`config.mk`:
```
export PLATFORM = sky130hd
export DESIGN_NAME = uart_bus_master
export DESIGN_NICKNAME = d
export VERILOG_FILES = /design/src/rtl/uart_bus_master.sv
export SDC_FILE = /design/constraint.sdc
export NUM_CORES = 1
export LEC_CHECK = 0
export ABC_AREA = 1
export CAP_MARGIN = 20
export CORE_UTILIZATION = 35
export CTS_BUF_LIST = sky130_fd_sc_hd__clkbuf_16
export DETAILED_ROUTE_END_ITERATION = 10
export PLACE_DENSITY_LB_ADDON = 0.05
export SLEW_MARGIN = 5
export SYNTH_ARGS = -nofsm -noshare
export SYNTH_HDL_FRONTEND = slang
export SYNTH_SLANG_ARGS = --single-unit
```
`constraint.sdc`:
```
create_clock -name clk -period 2.1 [get_ports clk]
set_input_delay 0.42 -clock clk [delete_from_list [all_inputs] [get_ports clk]]
set_output_delay 0.42 -clock clk [all_outputs]
set_load 0.1 [all_outputs]
```
`src/rtl/uart_bus_master.sv`:
```
// uart_bus_master
// Serial debug/loader initiator for the MCU memory bus. A host sends 8N1
// command frames over rxd; the block requests the bus, performs one
// single-byte read or write cycle and answers over txd.
//   Write : 0x57 addr_hi addr_lo data -> response 0x06
//   Read  : 0x52 addr_hi addr_lo      -> response is the byte read
//   Other opcode, framing error mid-command or lost grant -> response 0x15
// Ports:
//   clk, rst           system clock, synchronous active-high reset
//   rxd / txd          UART lines (idle high); rxd is asynchronous
//   bus_req / bus_gnt  bus ownership handshake (grant is a level)
//   addr, wdata, rdata bus address, write data, read data
//   wren / rden        write / read strobes, BUS_CYCLES clocks long
//   busy               high whenever a command is in progress
module uart_bus_master #(
  parameter int CLKS_PER_BIT = 30,
  parameter int BUS_CYCLES   = 4,
  parameter int TIMEOUT      = 65535
) (
  input  logic        clk,
  input  logic        rst,
  input  logic        rxd,
  output logic        txd,
  output logic        bus_req,
  input  logic        bus_gnt,
  output logic [15:0] addr,
  output logic [7:0]  wdata,
  input  logic [7:0]  rdata,
  output logic        wren,
  output logic        rden,
  output logic        busy
);

  localparam int CW = $clog2(CLKS_PER_BIT + 1);
  localparam int TW = $clog2(TIMEOUT + 1);
  localparam int BW = $clog2(BUS_CYCLES + 2);
  localparam logic [CW-1:0] BIT_LAST  = CW'(CLKS_PER_BIT - 1);
  localparam logic [CW-1:0] HALF_LAST = CW'(CLKS_PER_BIT / 2 - 1);
  localparam logic [TW-1:0] TO_LAST   = TW'(TIMEOUT - 1);
  localparam logic [BW-1:0] STB_LAST  = BW'(BUS_CYCLES - 1);
  localparam logic [BW-1:0] ADDR_CLR  = BW'(BUS_CYCLES);
  localparam logic [BW-1:0] REQ_DROP  = BW'(BUS_CYCLES + 1);

  localparam logic [7:0] OP_WRITE = 8'h57;
  localparam logic [7:0] OP_READ  = 8'h52;
  localparam logic [7:0] RSP_ACK  = 8'h06;
  localparam logic [7:0] RSP_NAK  = 8'h15;

  // ---------------------------------------------------------------- RX ----
  typedef enum logic [1:0] {RX_IDLE, RX_START, RX_DATA, RX_STOP} rx_state_t;

  logic            rx_sync1_q, rx_sync2_q, rx_prev_q;
  rx_state_t       rx_state_q, rx_state_d;
  logic [CW-1:0]   rx_cnt_q, rx_cnt_d;
  logic [2:0]      rx_idx_q, rx_idx_d;
  logic [7:0]      rx_shift_q, rx_shift_d;
  logic            rx_valid_q, rx_valid_d;
  logic            rx_ferr_q, rx_ferr_d;

  always_comb begin
    rx_state_d = rx_state_q;
    rx_cnt_d   = rx_cnt_q;
    rx_idx_d   = rx_idx_q;
    rx_shift_d = rx_shift_q;
    rx_valid_d = 1'b0;
    rx_ferr_d  = 1'b0;
    case (rx_state_q)
      RX_IDLE: begin
        if (rx_prev_q && !rx_sync2_q) begin
          rx_state_d = RX_START;
          rx_cnt_d   = '0;
        end
      end
      RX_START: begin
        // Re-check the line at mid start bit; a high level means it was a glitch.
        if (rx_cnt_q == HALF_LAST) begin
          rx_cnt_d   = '0;
          rx_idx_d   = '0;
          rx_state_d = rx_sync2_q ? RX_IDLE : RX_DATA;
        end else begin
          rx_cnt_d = rx_cnt_q + CW'(1);
        end
      end
      RX_DATA: begin
        if (rx_cnt_q == BIT_LAST) begin
          rx_cnt_d   = '0;
          rx_shift_d = {rx_sync2_q, rx_shift_q[7:1]};
          if (rx_idx_q == 3'd7) rx_state_d = RX_STOP;
          else                  rx_idx_d   = rx_idx_q + 3'd1;
        end else begin
          rx_cnt_d = rx_cnt_q + CW'(1);
        end
      end
      RX_STOP: begin
        // Return to idle at mid stop bit so the next start edge is not missed.
        if (rx_cnt_q == BIT_LAST) begin
          rx_valid_d = rx_sync2_q;
          rx_ferr_d  = !rx_sync2_q;
          rx_state_d = RX_IDLE;
        end else begin
          rx_cnt_d = rx_cnt_q + CW'(1);
        end
      end
      default: rx_state_d = RX_IDLE;
    endcase
  end

  always_ff @(posedge clk) begin
    if (rst) begin
      rx_sync1_q <= 1'b1;
      rx_sync2_q <= 1'b1;
      rx_prev_q  <= 1'b1;
      rx_state_q <= RX_IDLE;
      rx_cnt_q   <= '0;
      rx_idx_q   <= '0;
      rx_shift_q <= '0;
      rx_valid_q <= 1'b0;
      rx_ferr_q  <= 1'b0;
    end else begin
      rx_sync1_q <= rxd;
      rx_sync2_q <= rx_sync1_q;
      rx_prev_q  <= rx_sync2_q;
      rx_state_q <= rx_state_d;
      rx_cnt_q   <= rx_cnt_d;
      rx_idx_q   <= rx_idx_d;
      rx_shift_q <= rx_shift_d;
      rx_valid_q <= rx_valid_d;
      rx_ferr_q  <= rx_ferr_d;
    end
  end

  // ---------------------------------------------------------------- TX ----
  typedef enum logic [1:0] {TX_IDLE, TX_START, TX_DATA, TX_STOP} tx_state_t;

  tx_state_t     tx_state_q, tx_state_d;
  logic [CW-1:0] tx_cnt_q, tx_cnt_d;
  logic [2:0]    tx_idx_q, tx_idx_d;
  logic [7:0]    tx_shift_q, tx_shift_d;
  logic          txd_q, txd_d;
  logic          tx_start;
  logic [7:0]    tx_byte;
  logic          tx_busy;

  assign tx_busy = (tx_state_q != TX_IDLE);

  always_comb begin
    tx_state_d = tx_state_q;
    tx_cnt_d   = tx_cnt_q;
    tx_idx_d   = tx_idx_q;
    tx_shift_d = tx_shift_q;
    txd_d      = txd_q;
    case (tx_state_q)
      TX_IDLE: begin
        if (tx_start) begin
          tx_shift_d = tx_byte;
          tx_cnt_d   = '0;
          txd_d      = 1'b0;
          tx_state_d = TX_START;
        end
      end
      TX_START: begin
        if (tx_cnt_q == BIT_LAST) begin
          tx_cnt_d   = '0;
          tx_idx_d   = '0;
          txd_d      = tx_shift_q[0];
          tx_state_d = TX_DATA;
        end else begin
          tx_cnt_d = tx_cnt_q + CW'(1);
        end
      end
      TX_DATA: begin
        if (tx_cnt_q == BIT_LAST) begin
          tx_cnt_d = '0;
          if (tx_idx_q == 3'd7) begin
            txd_d      = 1'b1;
            tx_state_d = TX_STOP;
          end else begin
            tx_idx_d   = tx_idx_q + 3'd1;
            tx_shift_d = {1'b0, tx_shift_q[7:1]};
            txd_d      = tx_shift_q[1];
          end
        end else begin
          tx_cnt_d = tx_cnt_q + CW'(1);
        end
      end
      TX_STOP: begin
        if (tx_cnt_q == BIT_LAST) tx_state_d = TX_IDLE;
        else                      tx_cnt_d   = tx_cnt_q + CW'(1);
      end
      default: tx_state_d = TX_IDLE;
    endcase
  end

  always_ff @(posedge clk) begin
    if (rst) begin
      tx_state_q <= TX_IDLE;
      tx_cnt_q   <= '0;
      tx_idx_q   <= '0;
      tx_shift_q <= '0;
      txd_q      <= 1'b1;
    end else begin
      tx_state_q <= tx_state_d;
      tx_cnt_q   <= tx_cnt_d;
      tx_idx_q   <= tx_idx_d;
      tx_shift_q <= tx_shift_d;
      txd_q      <= txd_d;
    end
  end

  // -------------------------------------------------------- command FSM ----
  typedef enum logic [2:0] {
    IDLE, ADDR_H, ADDR_L, DATA, REQ, CYCLE, RESP, WAIT_TX
  } state_t;

  state_t        state_q, state_d;
  logic          is_write_q, is_write_d;
  logic [15:0]   addr_buf_q, addr_buf_d;
  logic [7:0]    data_buf_q, data_buf_d;
  logic [7:0]    resp_q, resp_d;
  logic [TW-1:0] to_cnt_q, to_cnt_d;
  logic [BW-1:0] cyc_cnt_q, cyc_cnt_d;
  logic          bus_req_q, bus_req_d;
  logic [15:0]   addr_q, addr_d;
  logic [7:0]    wdata_q, wdata_d;
  logic          wren_q, wren_d;
  logic          rden_q, rden_d;

  assign tx_byte = resp_q;

  always_comb begin
    state_d    = state_q;
    is_write_d = is_write_q;
    addr_buf_d = addr_buf_q;
    data_buf_d = data_buf_q;
    resp_d     = resp_q;
    to_cnt_d   = to_cnt_q;
    cyc_cnt_d  = cyc_cnt_q;
    bus_req_d  = bus_req_q;
    addr_d     = addr_q;
    wdata_d    = wdata_q;
    wren_d     = wren_q;
    rden_d     = rden_q;
    tx_start   = 1'b0;
    case (state_q)
      IDLE: begin
        if (rx_valid_q) begin
          to_cnt_d = '0;
          if (rx_shift_q == OP_WRITE || rx_shift_q == OP_READ) begin
            is_write_d = (rx_shift_q == OP_WRITE);
            state_d    = ADDR_H;
          end else begin
            resp_d  = RSP_NAK;
            state_d = RESP;
          end
        end
      end
      ADDR_H, ADDR_L, DATA: begin
        if (rx_ferr_q) begin
          resp_d  = RSP_NAK;
          state_d = RESP;
        end else if (rx_valid_q) begin
          to_cnt_d = '0;
          if (state_q == ADDR_H) begin
            addr_buf_d[15:8] = rx_shift_q;
            state_d          = ADDR_L;
          end else if (state_q == ADDR_L) begin
            addr_buf_d[7:0] = rx_shift_q;
            if (is_write_q) begin
              state_d = DATA;
            end else begin
              bus_req_d = 1'b1;
              state_d   = REQ;
            end
          end else begin
            data_buf_d = rx_shift_q;
            bus_req_d  = 1'b1;
            state_d    = REQ;
          end
        end else if (to_cnt_q == TO_LAST) begin
          // Host went quiet mid-command: drop it without a response.
          state_d = IDLE;
        end else begin
          to_cnt_d = to_cnt_q + TW'(1);
        end
      end
      REQ: begin
        if (bus_gnt) begin
          cyc_cnt_d = '0;
          addr_d    = addr_buf_q;
          if (is_write_q) begin
            wdata_d = data_buf_q;
            wren_d  = 1'b1;
          end else begin
            rden_d = 1'b1;
          end
          state_d = CYCLE;
        end
      end
      CYCLE: begin
        // Sequence: strobe for BUS_CYCLES clocks, one clock with the strobe low
        // and addr held, one clock with addr cleared, then release the bus.
        if (cyc_cnt_q < ADDR_CLR && !bus_gnt) begin
          wren_d    = 1'b0;
          rden_d    = 1'b0;
          addr_d    = '0;
          wdata_d   = '0;
          bus_req_d = 1'b0;
          resp_d    = RSP_NAK;
          state_d   = RESP;
        end else begin
          cyc_cnt_d = cyc_cnt_q + BW'(1);
          if (cyc_cnt_q == STB_LAST) begin
            wren_d = 1'b0;
            rden_d = 1'b0;
            resp_d = is_write_q ? RSP_ACK : rdata;
          end
          if (cyc_cnt_q == ADDR_CLR) begin
            addr_d  = '0;
            wdata_d = '0;
          end
          if (cyc_cnt_q == REQ_DROP) begin
            bus_req_d = 1'b0;
            state_d   = RESP;
          end
        end
      end
      RESP: begin
        if (!tx_busy) begin
          tx_start = 1'b1;
          state_d  = WAIT_TX;
        end
      end
      WAIT_TX: begin
        // tx_busy is already high on the first clock here.
        if (!tx_busy) state_d = IDLE;
      end
      default: state_d = IDLE;
    endcase
  end

  always_ff @(posedge clk) begin
    if (rst) begin
      state_q    <= IDLE;
      is_write_q <= 1'b0;
      addr_buf_q <= '0;
      data_buf_q <= '0;
      resp_q     <= '0;
      to_cnt_q   <= '0;
      cyc_cnt_q  <= '0;
      bus_req_q  <= 1'b0;
      addr_q     <= '0;
      wdata_q    <= '0;
      wren_q     <= 1'b0;
      rden_q     <= 1'b0;
    end else begin
      state_q    <= state_d;
      is_write_q <= is_write_d;
      addr_buf_q <= addr_buf_d;
      data_buf_q <= data_buf_d;
      resp_q     <= resp_d;
      to_cnt_q   <= to_cnt_d;
      cyc_cnt_q  <= cyc_cnt_d;
      bus_req_q  <= bus_req_d;
      addr_q     <= addr_d;
      wdata_q    <= wdata_d;
      wren_q     <= wren_d;
      rden_q     <= rden_d;
    end
  end

  // Strobes are gated by the live grant so a withdrawn grant kills them at once.
  assign wren    = wren_q & bus_req_q & bus_gnt;
  assign rden    = rden_q & bus_req_q & bus_gnt;
  assign bus_req = bus_req_q;
  assign addr    = addr_q;
  assign wdata   = wdata_q;
  assign txd     = txd_q;
  assign busy    = (state_q != IDLE);

endmodule

```
==> Word level (Yosys, flattened, before mapping) <==
Index checks and enable logic that the tools add are counted.
{ "word_totals": {"out_inout_bits": 29, "inputBits": 12, "word_cells": 236, "register_bits": 124} }
{ "op_classes": {"muxes": 94, "n_addsub": 6, "magnitude_cmp": 1, "eq_ne": 56, "reduce_logical": 43, "bitwise_logic": 9} }
{ "op_table": {"columns": ["cell", "count"], "rows": [
  ["16-bit two-way mux", 7],
  ["8-bit two-way mux", 13],
  ["16-bit one-hot mux with 2 select lines", 2],
  ["3-bit two-way mux", 21],
  ["2-bit != test, second input constant", 26],
  ["4-bit AND reduction", 9],
  ["5-bit two-way mux", 7],
  ["8-bit one-hot mux with 2 select lines", 2],
  ["5-bit AND reduction", 5],
  ["3-bit == test, second input constant", 8],
  ["8-bit one-hot mux with 3 select lines", 1],
  ["2-bit two-way mux", 11],
  ["5-bit one-hot mux with 4 select lines", 1],
  ["1-bit two-way mux", 18],
  ["3-bit one-hot mux with 2 select lines", 3],
  ["3-bit one-hot mux with 6 select lines", 1],
  ["16-bit by 1-bit adder with 16-bit output, second input constant", 1],
  ["16-bit == test, second input constant", 1],
  ["8-bit by 7-bit == test with 1-bit output, second input constant", 2],
  ["2-bit one-hot mux with 4 select lines", 2],
  ["3-bit != test, second input constant", 5],
  ["5-bit one-hot mux with 3 select lines", 1],
  ["2-bit nonzero test", 7],
  ["6-bit AND reduction", 2],
  ["24 further kinds", 53]
]} }

==> Logic depth before layout (Yosys ltp) <==
Gate-level depths: netlist (run 1).
{ "depth": {"word_depth": 6, "ltp_mapped": 12} }

==> Worst setup path before layout (run 1) <==
No wires, ideal clock.
{ "synth_path": {"path_kind": "register -> output", "from": "register bus_req_q, in the netlist bus_req", "to": "output rden", "setup_slack_ns": -1.507, "arrival_ns": 3.187, "path_stages_with_launch": 3, "n_path_buf": 0, "t_required_ns": 1.680, "path_cell_list": "dfxtp_1 > inv_1 > nor3_1"} }
{ "synth_between": {"elab_chain_len": 2} }
{ "synth_rtl": {"columns": ["element", "line_no", "rtl"], "rows": [
  ["start, declared", "222", "logic bus_req_q, bus_req_d;"],
  ["start signal, assigned", "363", "bus_req_q <= bus_req_d;"],
  ["1-bit AND (2 in series)", "373", "assign rden = rden_q & bus_req_q & bus_gnt;"],
  ["end, declared", "30", "output logic rden,"]
]} }
Every way passes these cells.

==> Final worst setup path (run 1) <==
{ "layout_path": {"from": "input bus_gnt", "to": "output rden"} }
{ "layout_between": {"elab_chain_len": 1} }
{ "layout_rtl": {"columns": ["element", "line_no", "rtl"], "rows": [
  ["start, declared", "25", "input logic bus_gnt,"],
  ["1-bit AND", "373", null]
]} }
Every way passes these cells.

==> reports/metrics.yaml, run 1 <==
status:
  outcome: "completed"
clock_network:
  clock-root-buffer: "clkbuf_16"
  cts.htree.levels: 4
  postCtsSetupRepairBufs: 0
  ctsLongestPathBuffers: 2
  hold_buffers: 0
  cts_tree: "yes"
  cts_buffers: 17
  cts-resized-gates: 0
  cts.sinks: 124
  worstSkewPairLatency_ns: 0.42
  path_clk_slew_ns: 0.06
synthesis:
  ys_async_sr_fraction: 0
  yosys_warnings: 0
  synth_flop_cell: "dfxtp_1"
  syn_area_per_cell_sq_um: 7.06
  ys_seq_area_frac: 0.418
  synth-seq-cells: 124
  syn_nets: 873
  synth-edff-count: 0
  yosysUniqueCellTypes: 41
  synthCells: 841
  syn_area_sq_um: 5940
layout:
  area_growth_syn_to_layout_pct: 22.2
  nets: 927
  drive_gt1_frac: 0.127
  antenna_cells: 0
global_routing:
  grt_pass1_vias: 5181
  antenna_found_initial: 0
  grt_overflow: 0
  grt_max_degree: 43
  track_usage: 0.175
  grt_pass1_wl_mm: 24.7
timing:
  max_freq_ghz: 0.509
  period_share: 0.935
  drv_slew: 0
  fin_worst_hold_slack_ns: 0.411
  finalSetupViolCount: 0
  worstMarginPinSlew_ns: 0.449
  skew_ns: 0.00852
  period_needed_ns: 1.96
  slew_headroom: 0.698
  rsz0062_at_grt: "false"
  hold_viol: 0
floorplanning:
  die_area_sq_um: 17500
  io_pins: 41
  initial_core_util: 0.358
  die_w_um: 132
  row_count: 47
  coreArea_sq_um: 16600
  dieHeight_um: 132
worst_setup_path:
  endpoint_kind: "primary output"
  cp_max_fo: 3
  slowest_delay_ns: 0.49
  worstPathRequired_ns: 1.68
  slowest_stage: "clkdlybuf4s50_1"
  arrival_ns: 1.54
  timing.critical_path.buf_inv: 4
  worstPathCellList: "clkdlybuf4s50_1 -> inv_1 -> buf_4 -> nor3_4 -> buf_12"
  regToRegStartpoint: "tx_state_q[0]$_SDFFE_PP0P_"
  crit_start: "bus_gnt"
  path_class: "input port to primary output"
  cp_top_family: "buffers and inverters"
  cp-start-kind: "input port"
placement:
  dp_hpwl_mm: 10.6
  gp_congestion: 0.788
  port_buffers: 40
routing:
  routed_wl_mm: 14.5
  dr_total_vias: 5376
  drtIter0Drc: 254
  drcViolationCount: 0
  vias_per_cell: 4.77
  antenna_left: 0
  drt-wirelength-per-cell_um: 12.8
  dr.pass1.iters: 4
hold_path:
  min_from: "rx_sync1_q$_SDFF_PP1_"
  hold_class: "flop to flop"
pwr:
  p_per_area_nw_per_um2: 1130
  power_mw: 8.18
  power.leakage_nw: 2.98
  vdd_drop_max_mv: 0.594
flow_run:
  cap_violations: 0
[worst register-to-register path, stage by stage (launching register included)]
cell and delay [ns]:
dfxtp_1 0.33, inv_1 0.12, ha_1 0.41, nor2_1 0.10
inv_1 0.14, nand4_4 0.19, inv_1 0.24, nand2_1 0.09
a21oi_1 0.14
[synthesized netlist by cell type, drive strengths merged, types with 8 or more instances]
| master | count | area share |
|---|---|---|
| nand2 | 176 | 0.12 |
| nor2 | 152 | 0.099 |
| dfxtp | 124 | 0.42 |
| inv | 96 | 0.062 |
| o21ai | 73 | 0.062 |
| a21oi | 63 | 0.061 |
| nand3 | 61 | 0.057 |
| ha | 20 | 0.042 |
| clkbuf | 15 | 0.0095 |
| nand4 | 14 | 0.017 |
| nor3 | 10 | 0.0084 |
| buf | 8 | 0.0088 |
[kinds of logic after synthesis]
family,count (synthesis),synth area share
and+or+nand+nor,423,0.312
DFF,124,0.418
AOI/OAI and AO/OA,145,0.134
xor gates and xnor gates,8,0.0118
adders and majority gates,20,0.0421
buffers and inverters,121,0.0824
[worst paths after layout]
| path | end | slack (ns) | cells after the start |
|---|---|---|---|
| setup / recovery | rden | 0.14 | 5 |
| hold reg to reg | rx_sync2_q$_SDFF_PP1_ | 0.41 | 1 |
| hold / removal | rx_sync2_q$_SDFF_PP1_ | 0.41 | 1 |
| setup reg to reg | tx_shift_q[5]$_SDFFE_PP0P_ | 0.28 | 8 |
[state kept, by name (all words and copies together) (netlist names), 8 cells and up, named ones only]
register    count
rx_shift_q      8
addr           16
wdata           8
addr_buf_q     16
tx_shift_q      8
to_cnt_q       16
resp_q          8
data_buf_q      8
[area by class of cell]
cell class                      instances  area (sq um)
Fill cell                            1734          9330
Multi-Input combinational cell        596          2990
Sequential cell                       124          2490
Timing Repair Buffer                   58           520
Clock buffer                           17           425
Inverter                               98           380
Tap cell                              220           275
Clock inverter                         15           179
[cell usage in the layout, fill, tap and decap left out, drive strengths merged, types with 2 or more instances in the layout]
cell type / n
xor2: 4
dfxtp: 124
clkdlybuf4s50: 10
inv: 104
a21oi: 63
bufinv: 2
a211oi: 2
nor3b: 4
or2: 3
xnor2: 4
nor3: 10
nand3b: 2
ha: 20
nand4: 14
nand3: 61
nand2: 176
clkbuf: 17
o211ai: 3
nor2: 152
clkinv: 6
o21ai: 73
buf: 48
[layer usage]
metal / wire length, um / part of all wire / global-route usage / up-vias
met5: 0 / 0 / 0 / -
met4: 213 / 0.015 / 0.0741 / 0
met1: 7080 / 0.49 / 0.222 / 2463
li1: - / - / - / 2823
met2: 6710 / 0.46 / 0.293 / 75
met3: 456 / 0.032 / 0.0300 / 15
[power breakdown]
| part | leakage, nW | internal [mW] | switching [mW] |
|---|---|---|---|
| clock network | 0.296 | 1.80 | 1.20 |
| registers | 1.00 | 2.55 | 0.115 |
| logic | 1.68 | 0.772 | 1.75 |
[metrics by stage]
step,setup WS [ns],TNS (ns),cell area [sq um],std cells,utilization
final,0.136,0,7260,1128,0.438
after CTS,0.132,0,7260,1128,0.438
after floorplan,0.168,0,5970,841,-
after detailed placement,-0.0241,-0.119,6650,1096,0.401
after global routing,0.0352,0,7260,1128,0.438
after global placement,-0.00632,-0.0109,6650,1096,0.401
Power figures use the tool's default switching activity.
==> run 2: changes to the inputs <==
--- a/config.mk
+++ b/config.mk
@@ -10,8 +10,10 @@
 export CORE_UTILIZATION = 35
 export CTS_BUF_LIST = sky130_fd_sc_hd__clkbuf_16
 export DETAILED_ROUTE_END_ITERATION = 10
+export DONT_BUFFER_PORTS = 1
 export PLACE_DENSITY_LB_ADDON = 0.05
 export SLEW_MARGIN = 5
 export SYNTH_ARGS = -nofsm -noshare
 export SYNTH_HDL_FRONTEND = slang
 export SYNTH_SLANG_ARGS = --single-unit
+export TNS_END_PERCENT = 1
==> reports/metrics.yaml, run 2 (synthesis gave the netlist of run 1 again) <==
worst_setup_path:
  arrival_ns: 1.56  # +0.02 ns
  worst-r2r-cell-count: 10  # +2
  r2r_slack_ns: 0.24  # -0.04 ns
  regToRegStartpoint: "state_q[1]$_SDFFE_PP0P_"
  worstPathRequired_ns: 1.68  # about the same
  cp_max_fo: 7  # +4
  cp-start-kind: "flop"
  endpoint_kind: "primary output"
  worstReg2RegEnd: "to_cnt_q[3]$_SDFFE_PP0P_"
  slowest_stage: "dfxtp_1"
  path_class: "flop to primary output"
  timing.critical_path.buf_inv: 3  # -1
  cp_top_family: "buffers and inverters"
  worstPathCellList: "inv_4 -> nand2_4 -> nor2_2 -> inv_1 -> buf_4"
  slowest_delay_ns: 0.48  # about the same
timing:
  fin_tns_setup_ns: 0  # unchanged
  period_share: 0.941  # +0.00546
  max_freq_ghz: 0.506  # -0.58%
  skew_ns: 0.00781  # -0.000716 ns
  finalSetupViolCount: 0  # unchanged
  worstMarginPinSlew_ns: 0.359  # -0.0895 ns
  hold_viol: 0  # unchanged
  period_needed_ns: 1.98  # +0.0115 ns
  rsz0062_at_grt: "false"
  slew_headroom: 0.758  # +0.0603
  drv_slew: 0  # unchanged
floorplanning:
  coreArea_sq_um: 16600  # unchanged
  io_pins: 41  # unchanged
  row_count: 47  # unchanged
  initial_core_util: 0.358  # unchanged
  die_area_sq_um: 17500  # unchanged
  die_w_um: 132  # unchanged
  dieHeight_um: 132  # unchanged
routing:
  dr.pass1.iters: 5  # +1
  drt-wirelength-per-cell_um: 13.2  # +2.7%
  dr_total_vias: 5353  # -0.43%
  vias_per_cell: 4.80  # +0.64%
  antenna_left: 0  # unchanged
  routed_wl_mm: 14.7  # +1.6%
  drcViolationCount: 0  # unchanged
  drtIter0Drc: 245  # -3.5%
global_routing:
  antenna_found_initial: 0  # unchanged
  grt_pass1_vias: 5149  # -0.62%
  grt_pass1_wl_mm: 24.8  # +0.50%
  grt_overflow: 0  # unchanged
  grt_max_degree: 51  # +19%
  track_usage: 0.177  # +0.00149
clock_network:
  worstSkewPairLatency_ns: 0.42  # about the same
  cts_buffers: 17  # unchanged
  hold_buffers: 0  # unchanged
  cts.htree.levels: 4  # unchanged
  cts.sinks: 124  # unchanged
  cts_tree: "yes"
  postCtsSetupRepairBufs: 0  # unchanged
  clock-root-buffer: "clkbuf_16"
  path_clk_slew_ns: 0.06  # about the same
  ctsLongestPathBuffers: 2  # unchanged
  cts-resized-gates: 0  # unchanged
placement:
  port_buffers: 0  # -100%
  gp_congestion: 0.820  # +4.0%
  dp_hpwl_mm: 10.6  # -0.34%
layout:
  area_growth_syn_to_layout_pct: 18.5
  nets: 915  # -1.3%
  final_cell_mix: "170 x nand2_1, 146 x nor2_1, 123 x dfxtp_1"
  antenna_cells: 0  # unchanged
  final_common_cell: "nand2_1"
  utilization: 0.425  # -0.0131
  drive_gt1_frac: 0.124  # -0.00277
status:
  outcome: "completed"
hold_path:
  hold_depth: 1  # unchanged
  hold_class: "input port to flop"
  min_from: "rst"
  hold-path-endpoint: "addr[15]$_SDFFE_PP0P_"
pwr:
  vdd_drop_max_mv: 0.560  # -5.7%
  power.leakage_nw: 2.89  # -3.2%
  p_per_area_nw_per_um2: 1120  # -0.36%
flow_run:
  cap_violations: 0  # unchanged
==> run 2: cell types whose count changed in the layout (fill, tap and decap cells not counted), moves of 2 or more <==
cell and delta:
buf_12 -5, clkdlybuf4s50_1 -10, inv_8 -3, clkinv_1 +2, buf_4 +4, clkinvlp_4 +2
==> run 2: metrics by stage <==
stage	hold slack, ns	worst slack, ns	cell area [sq um]	instances	power, mW
global placement	0.401	0.275	6480	1084	5.13
CTS	0.0481	0.0992	7040	1116	8.01
global route	0.0467	0.0441	7040	1116	8.44
finish	0.0699	0.125	7040	1116	7.91
detailed placement	0.404	0.236	6480	1084	5.17
floorplan	0.389	0.168	5970	841	4.60
==> run 2: how the worst max path moves through the flow <==
stage	endpoint	start	depth (start not counted)
floorplan	rden	bus_req$_SDFFE_PP0P_	2
global placement	to_cnt_q[3]$_SDFFE_PP0P_	state_q[1]$_SDFFE_PP0P_	10
detailed placement	to_cnt_q[3]$_SDFFE_PP0P_	state_q[1]$_SDFFE_PP0P_	10
CTS	busy	state_q[1]$_SDFFE_PP0P_	5
global route	to_cnt_q[5]$_SDFFE_PP0P_	state_q[1]$_SDFFE_PP0P_	10
finish	busy	state_q[1]$_SDFFE_PP0P_	5
==> run 2: worst reg2reg max path: cells and delay by family (launching register included) <==
kind | cells | cell delay, ns
flops | 1 | 0.48
buf+inv | 3 | 0.49
compound gates | 1 | 0.11
simple gates | 6 | 0.66
==> run 2: per-layer routing <==
layer	share of wire	vias up	GRT usage
li1	-	2786	-
met1	0.47	2465	0.218
met2	0.48	84	0.302
met3	0.037	18	0.0411
met4	0.015	0	0.0594
met5	0	-	0
==> run 2: cell type report <==
cell class | instances | area [sq um]
fillers | 1777 | 9540
clock buffers | 17 | 425
repair buffers | 46 | 345
inverters | 98 | 380
clock inverters | 15 | 138
multi-input cells | 596 | 2990
well taps | 220 | 275
flip-flops and latches | 124 | 2490
==> run 2: power breakdown <==
part	switching, mW	internal [mW]
sequential	0.114	2.55
clock	1.17	1.64
combinational	1.73	0.707
==> run 3: changes to the inputs <==
--- a/config.mk
+++ b/config.mk
@@ -12,6 +12,7 @@
 export DETAILED_ROUTE_END_ITERATION = 10
 export DONT_BUFFER_PORTS = 1
 export PLACE_DENSITY_LB_ADDON = 0.05
+export RECOVER_POWER = 25
 export SLEW_MARGIN = 5
 export SYNTH_ARGS = -nofsm -noshare
 export SYNTH_HDL_FRONTEND = slang
==> reports/metrics.yaml, run 3 (synthesis gave the netlist of run 1 again) <==
status:
  outcome: "completed"
layout:
  antenna_cells: 0  # unchanged
  drive_gt1_frac: 0.121  # -0.00335
  nets: 915  # unchanged
  seq_area_sq_um: 2490  # unchanged
  multi_input_area_sq_um: 2980  # -0.25%
  area_growth_syn_to_layout_pct: 17.2
  final_cells: 1116  # unchanged
  final_cell_mix: "170 x nand2_1, 147 x nor2_1, 123 x dfxtp_1"
  fillerInstances: 1788  # +0.62%
  utilization: 0.420  # -0.00483
  final_common_cell: "nand2_1"
pwr:
  p_sw_frac: 0.381  # +0.000559
  p_clk_frac: 0.356  # about the same
  p_per_area_nw_per_um2: 1130  # +1.0%
  power.leakage_nw: 2.86  # -0.95%
  comb_power_share: 0.307  # about the same
  vdd_drop_max_mv: 0.559  # -0.17%
  internal_power_mw: 4.89  # -0.24%
  power_switching_mw: 3.01  # about the same
  seq_power_share: 0.337  # about the same
clock_network:
  postCtsSetupRepairBufs: 0  # unchanged
  cts.htree.levels: 4  # unchanged
  cts_buffers: 17  # unchanged
  hold_buffers: 0  # unchanged
  path_clk_slew_ns: 0.06  # about the same
  cts.sinks: 124  # unchanged
  cts-resized-gates: 0  # unchanged
  cts_tree: "yes"
  worstSkewPairLatency_ns: 0.42  # about the same
  ctsLongestPathBuffers: 2  # unchanged
  clock-root-buffer: "clkbuf_16"
routing:
  routed_wl_mm: 14.7  # about the same
  drtIter0Drc: 224  # -8.6%
  vias_per_cell: 4.82  # +0.50%
  antenna_left: 0  # unchanged
  drt-wirelength-per-cell_um: 13.2  # about the same
  dr_total_vias: 5380  # +0.50%
  dr.pass1.iters: 5  # unchanged
  drcViolationCount: 0  # unchanged
floorplanning:
  dieHeight_um: 132  # unchanged
  die_area_sq_um: 17500  # unchanged
  coreArea_sq_um: 16600  # unchanged
  io_pins: 41  # unchanged
  die_w_um: 132  # unchanged
  initial_core_util: 0.358  # unchanged
  row_count: 47  # unchanged
worst_setup_path:
  crit_start: "state_q[1]$_SDFFE_PP0P_"
  cp-endpoint: "busy"
  worstReg2RegEnd: "to_cnt_q[3]$_SDFFE_PP0P_"
  cp-start-kind: "flop"
  r2r_slack_ns: 0.23  # about the same
  worst-r2r-cell-count: 10  # unchanged
  path_class: "flop to primary output"
  regToRegStartpoint: "state_q[1]$_SDFFE_PP0P_"
  cp_max_fo: 7  # unchanged
  worstPathRequired_ns: 1.68  # about the same
  endpoint_kind: "primary output"
  arrival_ns: 1.55  # about the same
hold_path:
  hold_class: "input port to flop"
timing:
  period_needed_ns: 1.97  # -0.00570 ns
  max_freq_ghz: 0.508  # +0.29%
  finalSetupViolCount: 0  # unchanged
  fin_ws_ns: 0.131  # +0.00570 ns
  period_share: 0.938  # -0.00272
  slew_headroom: 0.147  # -0.612
  fin_tns_setup_ns: 0  # unchanged
  fin_worst_hold_slack_ns: 0.0675  # -0.00243 ns
  worstMarginPinSlew_ns: 1.28  # +0.921 ns
  hold_viol: 0  # unchanged
  skew_ns: 0.0103  # +0.00253 ns
  rsz0062_at_grt: "false"
  drv_slew: 0  # unchanged
placement:
  dp.cells: 1084  # unchanged
  port_buffers: 0  # unchanged
  dp_hpwl_mm: 10.6  # unchanged
  dpl_worst_slack_ns: 0.236  # unchanged
  gp_congestion: 0.820  # unchanged
flow_run:
  cap_violations: 0  # unchanged
global_routing:
  track_usage: 0.177  # unchanged
  grt_pass1_wl_mm: 24.8  # unchanged
  grt_overflow: 0  # unchanged
  grt_pass1_vias: 5149  # unchanged
  antenna_found_initial: 0  # unchanged
  grt_max_degree: 51  # unchanged
## run 3: changes by cell type in the layout (fill, tap and decap cells not counted)
| cell | previous run | this run |
|---|---|---|
| buf_4 | 46 | 18 |
| clkbuf_2 | 0 | 26 |
| clkbuf_1 | 0 | 2 |
| nor2_1 | 146 | 147 |
| nor2_4 | 1 | 0 |
## run 3: power groups by stage
stage | logic (mW) | clock network [mW] | registers, mW
after global routing | 2.75 | 2.99 | 2.69
after floorplan | 1.79 | 0 | 2.81
final | 2.43 | 2.81 | 2.66
after CTS | 2.46 | 2.89 | 2.66
after detailed placement | 2.45 | 0 | 2.71
after global placement | 2.42 | 0 | 2.71
## run 3: how the worst min path moves through the flow
stage / cells after the start / to / from
after detailed placement: 1 / rx_sync2_q$_SDFF_PP1_ / rx_sync1_q$_SDFF_PP1_
final: 1 / addr[15]$_SDFFE_PP0P_ / rst
after global placement: 1 / rx_sync2_q$_SDFF_PP1_ / rx_sync1_q$_SDFF_PP1_
after CTS: 1 / addr[15]$_SDFFE_PP0P_ / rst
after floorplan: 1 / rx_sync2_q$_SDFF_PP1_ / rx_sync1_q$_SDFF_PP1_
after global routing: 1 / addr[15]$_SDFFE_PP0P_ / rst
## run 3: layout make-up
class | instances | area share
Multi-Input combinational cell | 596 | 0.429
Sequential cell | 124 | 0.357
Clock buffer | 17 | 0.0611
Inverter | 98 | 0.0546
Tap cell | 220 | 0.0395
Timing Repair Buffer | 46 | 0.0392
Clock inverter | 15 | 0.0198
## run 3: worst max-delay path, cell delays in order, from the launching register on
cell and delay [ns]:
dfxtp_1 0.48, inv_4 0.10, nand2_4 0.10, nor2_2 0.06, inv_1 0.09, buf_4 0.29
## run 3: per-stage QoR
stage | area, sq um | total power [mW]
5_1_grt | 6960 | 8.42
3_5_place_dp | 6480 | 5.17
6_report | 6960 | 7.90
2_1_floorplan | 5970 | 4.60
4_1_cts | 7040 | 8.01
3_3_place_gp | 6480 | 5.13
## run 3: layer usage
| metal | share of wire | up-vias | routed length, um | track usage |
|---|---|---|---|---|
| met5 | 0 | - | 0 | 0 |
| met4 | 0.017 | 0 | 248 | 0.0594 |
| met3 | 0.037 | 18 | 542 | 0.0411 |
| met2 | 0.48 | 94 | 7000 | 0.302 |
| met1 | 0.47 | 2479 | 6910 | 0.218 |
| li1 | - | 2789 | - | - |
